[config.mk]
export PLATFORM = sky130hd
export DESIGN_NAME = buff_uart_rx
export DESIGN_NICKNAME = d
export VERILOG_FILES = /design/src/rtl/buff_uart_pkg.sv /design/src/rtl/buff_uart_sync.sv /design/src/rtl/buff_uart_rx.sv
export SDC_FILE = /design/constraint.sdc
export NUM_CORES = 1
export LEC_CHECK = 0
export CORE_MARGIN = 3
export CORE_UTILIZATION = 54
export CTS_BUF_LIST = sky130_fd_sc_hd__clkbuf_8 sky130_fd_sc_hd__clkbuf_16
export DETAILED_ROUTE_END_ITERATION = 8
export HOLD_SLACK_MARGIN = 0.05
export PLACE_DENSITY = 0.77
export SYNTH_ARGS = -nofsm -noshare
export SYNTH_HDL_FRONTEND = slang
export SYNTH_SLANG_ARGS = --single-unit
[constraint.sdc]
create_clock -name clock -period 2.57 [get_ports clock]
set_clock_uncertainty 0.05 [all_clocks]
set_input_delay 0.514 -clock clock [delete_from_list [all_inputs] [get_ports clock]]
set_output_delay 0.514 -clock clock [all_outputs]
set_load 0.01 [all_outputs]
[src/rtl/buff_uart_pkg.sv]
// buff_uart_pkg
// Shared types and constants for the buffered UART.
//   rx_state_t    : receive FSM states
//   clks_per_bit  : clock cycles per serial bit (integer division)
//   START_LEVEL / STOP_LEVEL : line levels of the frame delimiters
package buff_uart_pkg;

  typedef enum logic [2:0] {
    IDLE  = 3'd0,
    START = 3'd1,
    DATA  = 3'd2,
    STOP  = 3'd3,
    BREAK = 3'd4
  } rx_state_t;

  localparam logic START_LEVEL = 1'b0;
  localparam logic STOP_LEVEL  = 1'b1;

  function automatic int clks_per_bit(input int clock_freq, input int baud_rate);
    return clock_freq / baud_rate;
  endfunction

endpackage

[src/rtl/buff_uart_sync.sv]
// buff_uart_sync
// Multi-flop synchroniser for an asynchronous level input. All stages reset
// to 1 so an idle-high serial line reads as idle straight out of reset.
// Ports:
//   clock : sampling clock
//   reset : asynchronous active-high reset
//   d     : asynchronous input
//   q     : synchronised output (DEPTH clocks of latency)
module buff_uart_sync #(
  parameter int DEPTH = 2
) (
  input  logic clock,
  input  logic reset,
  input  logic d,
  output logic q
);

  logic [DEPTH-1:0] stages;

  always_ff @(posedge clock or posedge reset) begin
    if (reset) begin
      stages <= '1;
    end else begin
      stages <= {stages[DEPTH-2:0], d};
    end
  end

  assign q = stages[DEPTH-1];

endmodule

[src/rtl/buff_uart_rx.sv]
// buff_uart_rx
// Serial receive front end: synchronises rx, finds start bits, samples each
// data bit at its centre, checks the stop bit and presents the byte on a
// valid/ready output register.
// Ports:
//   clock         : sole clock, rising edge
//   reset         : asynchronous active-high reset
//   rx            : asynchronous serial input, idle high
//   data_out      : received byte, stable while out_valid=1
//   out_valid     : output register holds a byte
//   out_ready     : consumer accepts the byte this cycle
//   framing_error : one-cycle pulse, stop bit sampled low
//   overrun       : one-cycle pulse, good frame dropped (output still full)
//   rx_state      : current FSM state (debug visibility)
//
// Handshake: a byte transfers on a rising edge where out_valid && out_ready.
// out_valid is a pure register; out_ready only affects the next state, never
// out_valid combinationally. out_ready while out_valid=0 is ignored.
module buff_uart_rx
  import buff_uart_pkg::*;
#(
  parameter int width      = 8,
  parameter int baud_rate  = 9600,
  parameter int clock_freq = 460800
) (
  input  logic             clock,
  input  logic             reset,
  input  logic             rx,
  output logic [width-1:0] data_out,
  output logic             out_valid,
  input  logic             out_ready,
  output logic             framing_error,
  output logic             overrun,
  output logic [2:0]       rx_state
);

  localparam int C     = clks_per_bit(clock_freq, baud_rate);
  localparam int H     = C / 2;
  localparam int CNT_W = $clog2(C);
  localparam int IDX_W = (width > 1) ? $clog2(width) : 1;

  localparam logic [CNT_W-1:0] HALF_LAST = CNT_W'(H - 1);
  localparam logic [CNT_W-1:0] BIT_LAST  = CNT_W'(C - 1);
  localparam logic [IDX_W-1:0] IDX_LAST  = IDX_W'(width - 1);

  if (C < 4) begin : g_c_too_small
    $error("buff_uart_rx: clock_freq/baud_rate must be at least 4");
  end
  if (width < 2) begin : g_width_too_small
    $error("buff_uart_rx: width must be at least 2");
  end

  logic             rx_s;
  rx_state_t        state;
  logic [CNT_W-1:0] cnt;
  logic [IDX_W-1:0] idx;
  logic [width-1:0] shift;

  buff_uart_sync #(.DEPTH(2)) u_sync (
    .clock (clock),
    .reset (reset),
    .d     (rx),
    .q     (rx_s)
  );

  always_ff @(posedge clock or posedge reset) begin
    if (reset) begin
      state         <= IDLE;
      cnt           <= '0;
      idx           <= '0;
      shift         <= '0;
      data_out      <= '0;
      out_valid     <= 1'b0;
      framing_error <= 1'b0;
      overrun       <= 1'b0;
    end else begin
      framing_error <= 1'b0;
      overrun       <= 1'b0;

      // Drain; a byte loaded by the STOP branch below overrides this.
      if (out_valid && out_ready) begin
        out_valid <= 1'b0;
      end

      case (state)
        IDLE: begin
          if (rx_s == START_LEVEL) begin
            state <= START;
            cnt   <= '0;
          end
        end

        // Re-check the line half a bit in; a high level means it was a glitch.
        START: begin
          if (cnt == HALF_LAST) begin
            cnt <= '0;
            idx <= '0;
            if (rx_s == START_LEVEL) begin
              state <= DATA;
            end else begin
              state <= IDLE;
            end
          end else begin
            cnt <= cnt + 1'b1;
          end
        end

        // Sampling point is now mid-bit; LSB arrives first and shifts down.
        DATA: begin
          if (cnt == BIT_LAST) begin
            cnt   <= '0;
            shift <= {rx_s, shift[width-1:1]};
            if (idx == IDX_LAST) begin
              state <= STOP;
            end else begin
              idx <= idx + 1'b1;
            end
          end else begin
            cnt <= cnt + 1'b1;
          end
        end

        STOP: begin
          if (cnt == BIT_LAST) begin
            cnt <= '0;
            if (rx_s == STOP_LEVEL) begin
              state <= IDLE;
              if (!out_valid || out_ready) begin
                data_out  <= shift;
                out_valid <= 1'b1;
              end else begin
                overrun <= 1'b1;
              end
            end else begin
              framing_error <= 1'b1;
              state         <= BREAK;
            end
          end else begin
            cnt <= cnt + 1'b1;
          end
        end

        // A line held low must return high before another frame can start.
        BREAK: begin
          if (rx_s == STOP_LEVEL) begin
            state <= IDLE;
          end
        end

        default: state <= IDLE;
      endcase
    end
  end

  assign rx_state = state;

endmodule

==> impl_results.md, run 1 <==
* Post-DP Area at roughly 1700 sq um
* Status: finished clean
* CP Cell Sequence: clkdlybuf4s50_1
* Largest net degree at the start of global routing at 34
* Async SR Flop Fraction at 100%
* Die Ht at 59.6 microns
* Reg2Reg Depth at 5
* Drt total wl at 2810 microns
* GPL Wtd Cong at roughly 0.77
* CTS buffer count at 5
* Most frequent cells in the layout: 31 x dfrtp_1, 17 x clkdlybuf4s50_1, 10 x nor2_1
* Port bufs at 17
* TritonCTS clock tree: yes
* Mapped Cells at between 100 and 150
* Final Cell Area at between 1500 and 2000 sq um
* Ys flop type: dfrtp_1
* Die Span X at between 50 and 60 microns
* Vias per std cell at roughly 5.8
* Hold endpoint: u_sync.stages[1]$_DFF_PP1_
* Final ANT Viol Nets at 0
* Postcts setup bufs at 0
* CP Class: flip-flop to output pin
* Hold Crit Start: u_sync.stages[0]$_DFF_PP1_
* Core Box Area at between 2000 and 3000 sq um
* Slowest stage delay, CP at 0.63 ns
* WL/cell at 15.9 microns
* FMAX at approximately 470 MHz
* CP Buf/Inv Count at 1
* Crit path DAT at around 1.5 ns
* Gr busiest metal: met2
* Hold Vio Cnt, Final at 0
* Post-Syn Nets at ~130
* Met1 Track Usage GR at between 20% and 30%
* Leakage power at 0.903 nW
* Largest area contributor in the netlist: dfrtp_1
* Clk root buf: clkbuf_8
* Critical path fanouts, max at 15
* DIE AREA at 3560 sq um
* Via count at 1,025
* Nets at roughly 150
* Post-synth EDFFs at 0
* Clock latency on the worst-skew pair at approximately 0.28 ns
* Final setup fails at 0
* R2R Setup Slk at about 0.65 ns
* Unique masters post-synth at 42
* Worst r2r src: cnt[0]$_DFFE_PP0P_
* Synth Area per Inst at around 12 sq um
* Initial Utilization at 59.5%
* Initial antenna violation count at 0
* Number of DRC markers in iteration 0 at 45
* Area contributors post-synth: dfrtp_1 50%, mux2_4 7.7%, mux2_2 5.1%, dfstp_2 3.4%, ha_1 2.4%
* Slowest-stage cell, CP: dfrtp_1
* Required @ worst endpoint at approximately 2 ns
* PwrDens at around 660 nW/um^2
* CP Capture Type: output pin
* Worst R2R End: data_out[7]$_DFFE_PP0P_
* Relative slew slack at between 60% and 70%
* Register area share after synthesis at ~53%
* Drt pass-1 iters at 4
* Fin Setup TNS at 0 ns
* CTS resizes at 0
* Max VDD drop at approximately 0.63 mV
* Area Growth Syn to Fin at 19.6%
* Post-cts hold buffer count at 0
* Overall Global Routing Usage at 19.1%
* Share of layout cells above drive strength 1 at 24.5%
* Cell Count, Final, Fillers Out at between 150 and 200
* RSZ-0062 raised after global routing: no
* Vias in the first global route at ~1,000
* Std-Cell Rows at 18
* Post-route minimum period at 2.11 ns
* Clock transition at the registers of the reported paths at 0.07 ns
* Max_cap viols at 0
* Htree depth at 2
* Most common cell after layout, fill and taps aside: dfrtp_1
* WHS Path Cells at 0
* Max-slew violations at 0
* Synth warn at 0
* Mapped Area at between 1500 and 2000 sq um
* Post-synth top area share at 49.9%
* Slew @ Worst Pin at ~0.51 ns
* CP top delay family: flip-flops
* Critical path startpoint category: flip-flop
* Hold WC Path Type: flip-flop to flip-flop
* Remaining Overflow, GRT at 0
* Global-route wire length before repair at between 4000 and 5000 microns
* GRT met2 Usage at between 20% and 30%
* FF+latch count, synth at 33
* TritonCTS Sinks at 33
* Placed Instances at roughly 170
* Diode count at 0
* I/O Pins at 18
* Hpwl dp at between 1500 and 2000 microns
* Final Cycle Share at between 80% and 90%
* GR Util met3 at roughly 5.2%
* # DRC at 0
* CTS Buffer Depth at 2
==> cells by family after synthesis <==
kind of cell | Yosys count | synth area share, %
DFF | 33 | 53.3
buffers and inverters | 8 | 2.50
muxes | 17 | 14.2
AOI/OAI and AO/OA | 18 | 8.70
xor gates and xnor gates | 3 | 1.69
and+or+nand+nor | 44 | 17.2
adders and majority gates | 3 | 2.42
==> worst max-delay path by stage <==
stage                                       start                 endpoint  slack (ns)  cells after the start
final                     rx_state[2]$_DFFE_PP0P_              rx_state[2]        0.46                      1
after global placement                  out_ready  data_out[7]$_DFFE_PP0P_        0.68                      4
after floorplan                cnt[0]$_DFFE_PP0P_     shift[0]$_DFFE_PP0P_        0.78                      5
after CTS                 rx_state[2]$_DFFE_PP0P_              rx_state[2]        0.46                      1
after global routing      rx_state[2]$_DFFE_PP0P_              rx_state[2]        0.37                      1
after detailed placement                out_ready  data_out[7]$_DFFE_PP0P_        0.62                      4
==> synthesized netlist by cell type (all sizes together) (2+ instances only) <==
cell and n:
a21oi 3, nor4b 2, o21ai 4, dfrtp 31, nor2 10, a32o 2
nor3b 2, nor3 6, nand2b 3, ha 3, inv 3, xnor2 3
buf 2, clkbuf 3, nand3 3, nor2b 2, nand2 8, dfstp 2
mux2 16
==> metal layers <==
layer	up-vias	share of wire, %
met5	-	0
met4	0	1.6
met3	5	3.6
met2	15	47
met1	514	47
li1	491	-
==> final cells by class <==
| type | instances | area (sq um) |
|---|---|---|
| multi-input cells | 85 | 687 |
| repair buffers | 18 | 178 |
| well taps | 30 | 37.5 |
| clock inverters | 2 | 33.8 |
| inverters | 3 | 11.3 |
| flip-flops and latches | 33 | 828 |
| clock buffers | 6 | 82.6 |
| fillers | 200 | 754 |
==> per-stage QoR <==
stage / setup slack, ns / power [mW] / utilization, % / hold WS, ns
global route: 0.372 / 1.29 / 71.1 / 0.315
detailed placement: 0.619 / 0.739 / 66.7 / 0.299
floorplan: 0.782 / 0.699 / - / 0.295
global placement: 0.684 / 0.731 / 66.7 / 0.296
CTS: 0.464 / 1.24 / 71.1 / 0.311
finish: 0.463 / 1.23 / 71.1 / 0.309
==> power by group <==
part           switching (mW)  leakage (nW)  internal, mW
combinational          0.0692         0.400        0.0618
sequential             0.0480         0.440         0.552
clock                   0.183        0.0626         0.312
total                   0.300         0.903         0.926
==> flip-flops by register name, summed over array words and instances (netlist names) <==
register and flops:
data_out 8, shift 8, cnt 6, idx 3, rx_state 3, u_sync.stages 2
framing_error 1, out_valid 1, overrun 1
(Power assumes the default switching activity.)
==> run 2: changes to the inputs <==
==> constraint.sdc (replaced) <==
create_clock -name clock -period 2.1 [get_ports clock]
set_clock_uncertainty 0.05 [all_clocks]
set_input_delay 0.42 -clock clock [delete_from_list [all_inputs] [get_ports clock]]
set_output_delay 0.42 -clock clock [all_outputs]
set_load 0.01 [all_outputs]
==> impl_results.md, run 2 (same netlist as run 1, synthesis figures left out) <==
* Status: finished clean (unchanged)
* Postcts setup bufs at 0 (unchanged)
* Post-cts hold buffer count at 0 (unchanged)
* CP top delay family: buffers and inverters (was flip-flops)
* Hpwl dp at 2100 microns (was 2000 microns)
* FMAX at around 510 MHz
* CTS buffer count at 5 (unchanged)
* CP Buf/Inv Count at 2 (was 1)
* Vias per std cell at 5.85 (was 5.79)
* Area Growth Syn to Fin at 18.6% (was 19.6%)
* WL/cell at 16.0 microns (was 15.9 microns)
* Largest net degree at the start of global routing at 34 (unchanged)
* Required @ worst endpoint at 1.63 ns (was 2.01 ns)
* Hold WC Path Type: flip-flop to flip-flop (unchanged)
* Place WS at 0.230 ns (was 0.619 ns)
* Fin Setup TNS at 0 ns (unchanged)
* Core Box Area at 2610 sq um (unchanged)
* Crit path DAT at 1.49 ns (was 1.54 ns)
* CTS resizes at 0 (unchanged)
* Clock transition at the registers of the reported paths at 0.06 ns (was 0.07 ns)
* CP Class: flip-flop to output pin (unchanged)
* Nets at 155 (was 153)
* GPL Wtd Cong at 0.841 (was 0.766)
* Max VDD drop at 0.639 mV (was 0.626 mV)
* Number of DRC markers in iteration 0 at 29 (was 45)
* Global-route wire length before repair at 4650 microns (was 4930 microns)
* Clock latency on the worst-skew pair at 0.28 ns (about the same)
* # DRC at 0 (unchanged)
* Final Cycle Share at 93.5%
* Remaining Overflow, GRT at 0 (unchanged)
* PwrDens at 725 nW/um^2 (was 660 nW/um^2)
* Htree depth at 2 (unchanged)
* Post-route minimum period at ~2.0 ns
* Die Span X at 59.6 microns (unchanged)
* Relative slew slack at 65.0% (was 66.0%)
* Power, Total at 1.34 mW (was 1.23 mW)
* Most common cell after layout, fill and taps aside: dfrtp_1 (unchanged)
* Clk root buf: clkbuf_8 (unchanged)
* Overall Global Routing Usage at 17.8% (was 19.1%)
* Diode count at 0 (unchanged)
* TritonCTS clock tree: yes (unchanged)
* Leakage power at 0.895 nW (was 0.903 nW)
* I/O Pins at 18 (unchanged)
* Drt pass-1 iters at 4 (unchanged)
* Final ANT Viol Nets at 0 (unchanged)
* Number of fillers in the final layout at 188 (was 200)
* RSZ-0062 raised after global routing: no (unchanged)
* CP Cell Sequence: buf_4 -> clkdlybuf4s50_1 (was clkdlybuf4s50_1)
* Slowest stage delay, CP at 0.55 ns (was 0.63 ns)
* TritonCTS Sinks at 33 (unchanged)
* Hold Vio Cnt, Final at 0 (unchanged)
* CTS Buffer Depth at 2 (unchanged)
* DIE AREA at 3560 sq um (unchanged)
* Critical path fanouts, max at 8 (was 15)
* Final setup fails at 0 (unchanged)
* Via count at 1,048 (was 1,025)
* Std-Cell Rows at 18 (unchanged)
* Most frequent cells in the layout: 31 x dfrtp_1, 17 x clkdlybuf4s50_1, 10 x nor2_1 (unchanged)
* Vias in the first global route at 995 (was 1,044)
* Initial antenna violation count at 0 (unchanged)
* Critical path startpoint category: flip-flop (unchanged)
* Max_cap viols at 0 (unchanged)
* Drt total wl at 2860 microns (was 2810 microns)
* Share of layout cells above drive strength 1 at 26.2% (was 24.5%)
* CP Capture Type: output pin (unchanged)
* Die Ht at 59.6 microns (unchanged)
* Slowest-stage cell, CP: clkdlybuf4s50_1 (was dfrtp_1)
* Biggest regs: data_out (8), shift (8), cnt (6) (unchanged)
* Initial Utilization at 59.5% (unchanged)
* Slew @ Worst Pin at 0.524 ns (was 0.509 ns)
* Port bufs at 17 (unchanged)
* Max-slew violations at 0 (unchanged)
* Final worst slack at 0.137 ns (was 0.463 ns)
[run 2: cell types whose count changed in the layout (fill, tap and decap cells not counted)]
cell and delta:
inv_1 -1, buf_4 +2, clkinvlp_4 +1, clkinv_2 +2, bufinv_16 -1, clkbuf_8 -1
[run 2: worst paths after layout]
path	end	from	slack (ns)	cells after the start
worst max-delay path	rx_state[1]	rx_state[1]$_DFFE_PP0P_	0.14	2
worst min-delay path	u_sync.stages[1]$_DFF_PP1_	u_sync.stages[0]$_DFF_PP1_	0.31	0
worst max register to register	shift[5]$_DFFE_PP0P_	cnt[0]$_DFFE_PP0P_	0.22	4
worst min register to register	u_sync.stages[1]$_DFF_PP1_	u_sync.stages[0]$_DFF_PP1_	0.31	0
max in group asynchronous	u_sync.stages[0]$_DFF_PP1_	reset	1.18	3
min in group asynchronous	shift[4]$_DFFE_PP0P_	reset	0.49	3
[run 2: worst reg2reg max path: cells and delay by family, from the launching register on]
family / cells / cell delay, ns
and+or+nand+nor: 2 / 0.78
muxes: 1 / 0.34
DFF: 1 / 0.39
adders and majority gates: 1 / 0.21
[run 2: cell type report]
| type | count | area, sq um | share of cell area [%] |
|---|---|---|---|
| multi-input combinational | 85 | 687 | 37.3 |
| clock buffer | 5 | 68.8 | 3.73 |
| clock inverter | 3 | 17.5 | 0.950 |
| sequential | 33 | 828 | 44.9 |
| inverter | 3 | 11.3 | 0.611 |
| timing repair buffer | 20 | 193 | 10.5 |
| tap | 30 | 37.5 | 2.04 |
[run 2: per-stage QoR]
stage	hold WS, ns	instance area [sq um]	util (%)	cells
2_1_floorplan	0.295	1550	-	126
3_3_place_gp	0.297	1760	67.2	171
3_5_place_dp	0.302	1760	67.2	171
4_1_cts	0.312	1840	70.5	179
5_1_grt	0.314	1840	70.5	179
6_report	0.309	1840	70.5	179
[run 2: report_power, final]
group | switching [mW] | leakage (nW) | internal (mW)
combinational | 0.0818 | 0.411 | 0.0756
sequential | 0.0570 | 0.440 | 0.676
clock | 0.218 | 0.0439 | 0.228
total | 0.357 | 0.895 | 0.979
[run 2: metal layers]
layer / part of all wire, % / wire length [microns] / up-vias / track usage [%]
met2: 49 / 1390 / 31 / 28.2
met3: 4.5 / 130 / 4 / 5.23
met5: 0 / 0 / - / 0
li1: - / - / 497 / -
met1: 46 / 1320 / 516 / 23.4
met4: 0.66 / 19 / 0 / 5.70
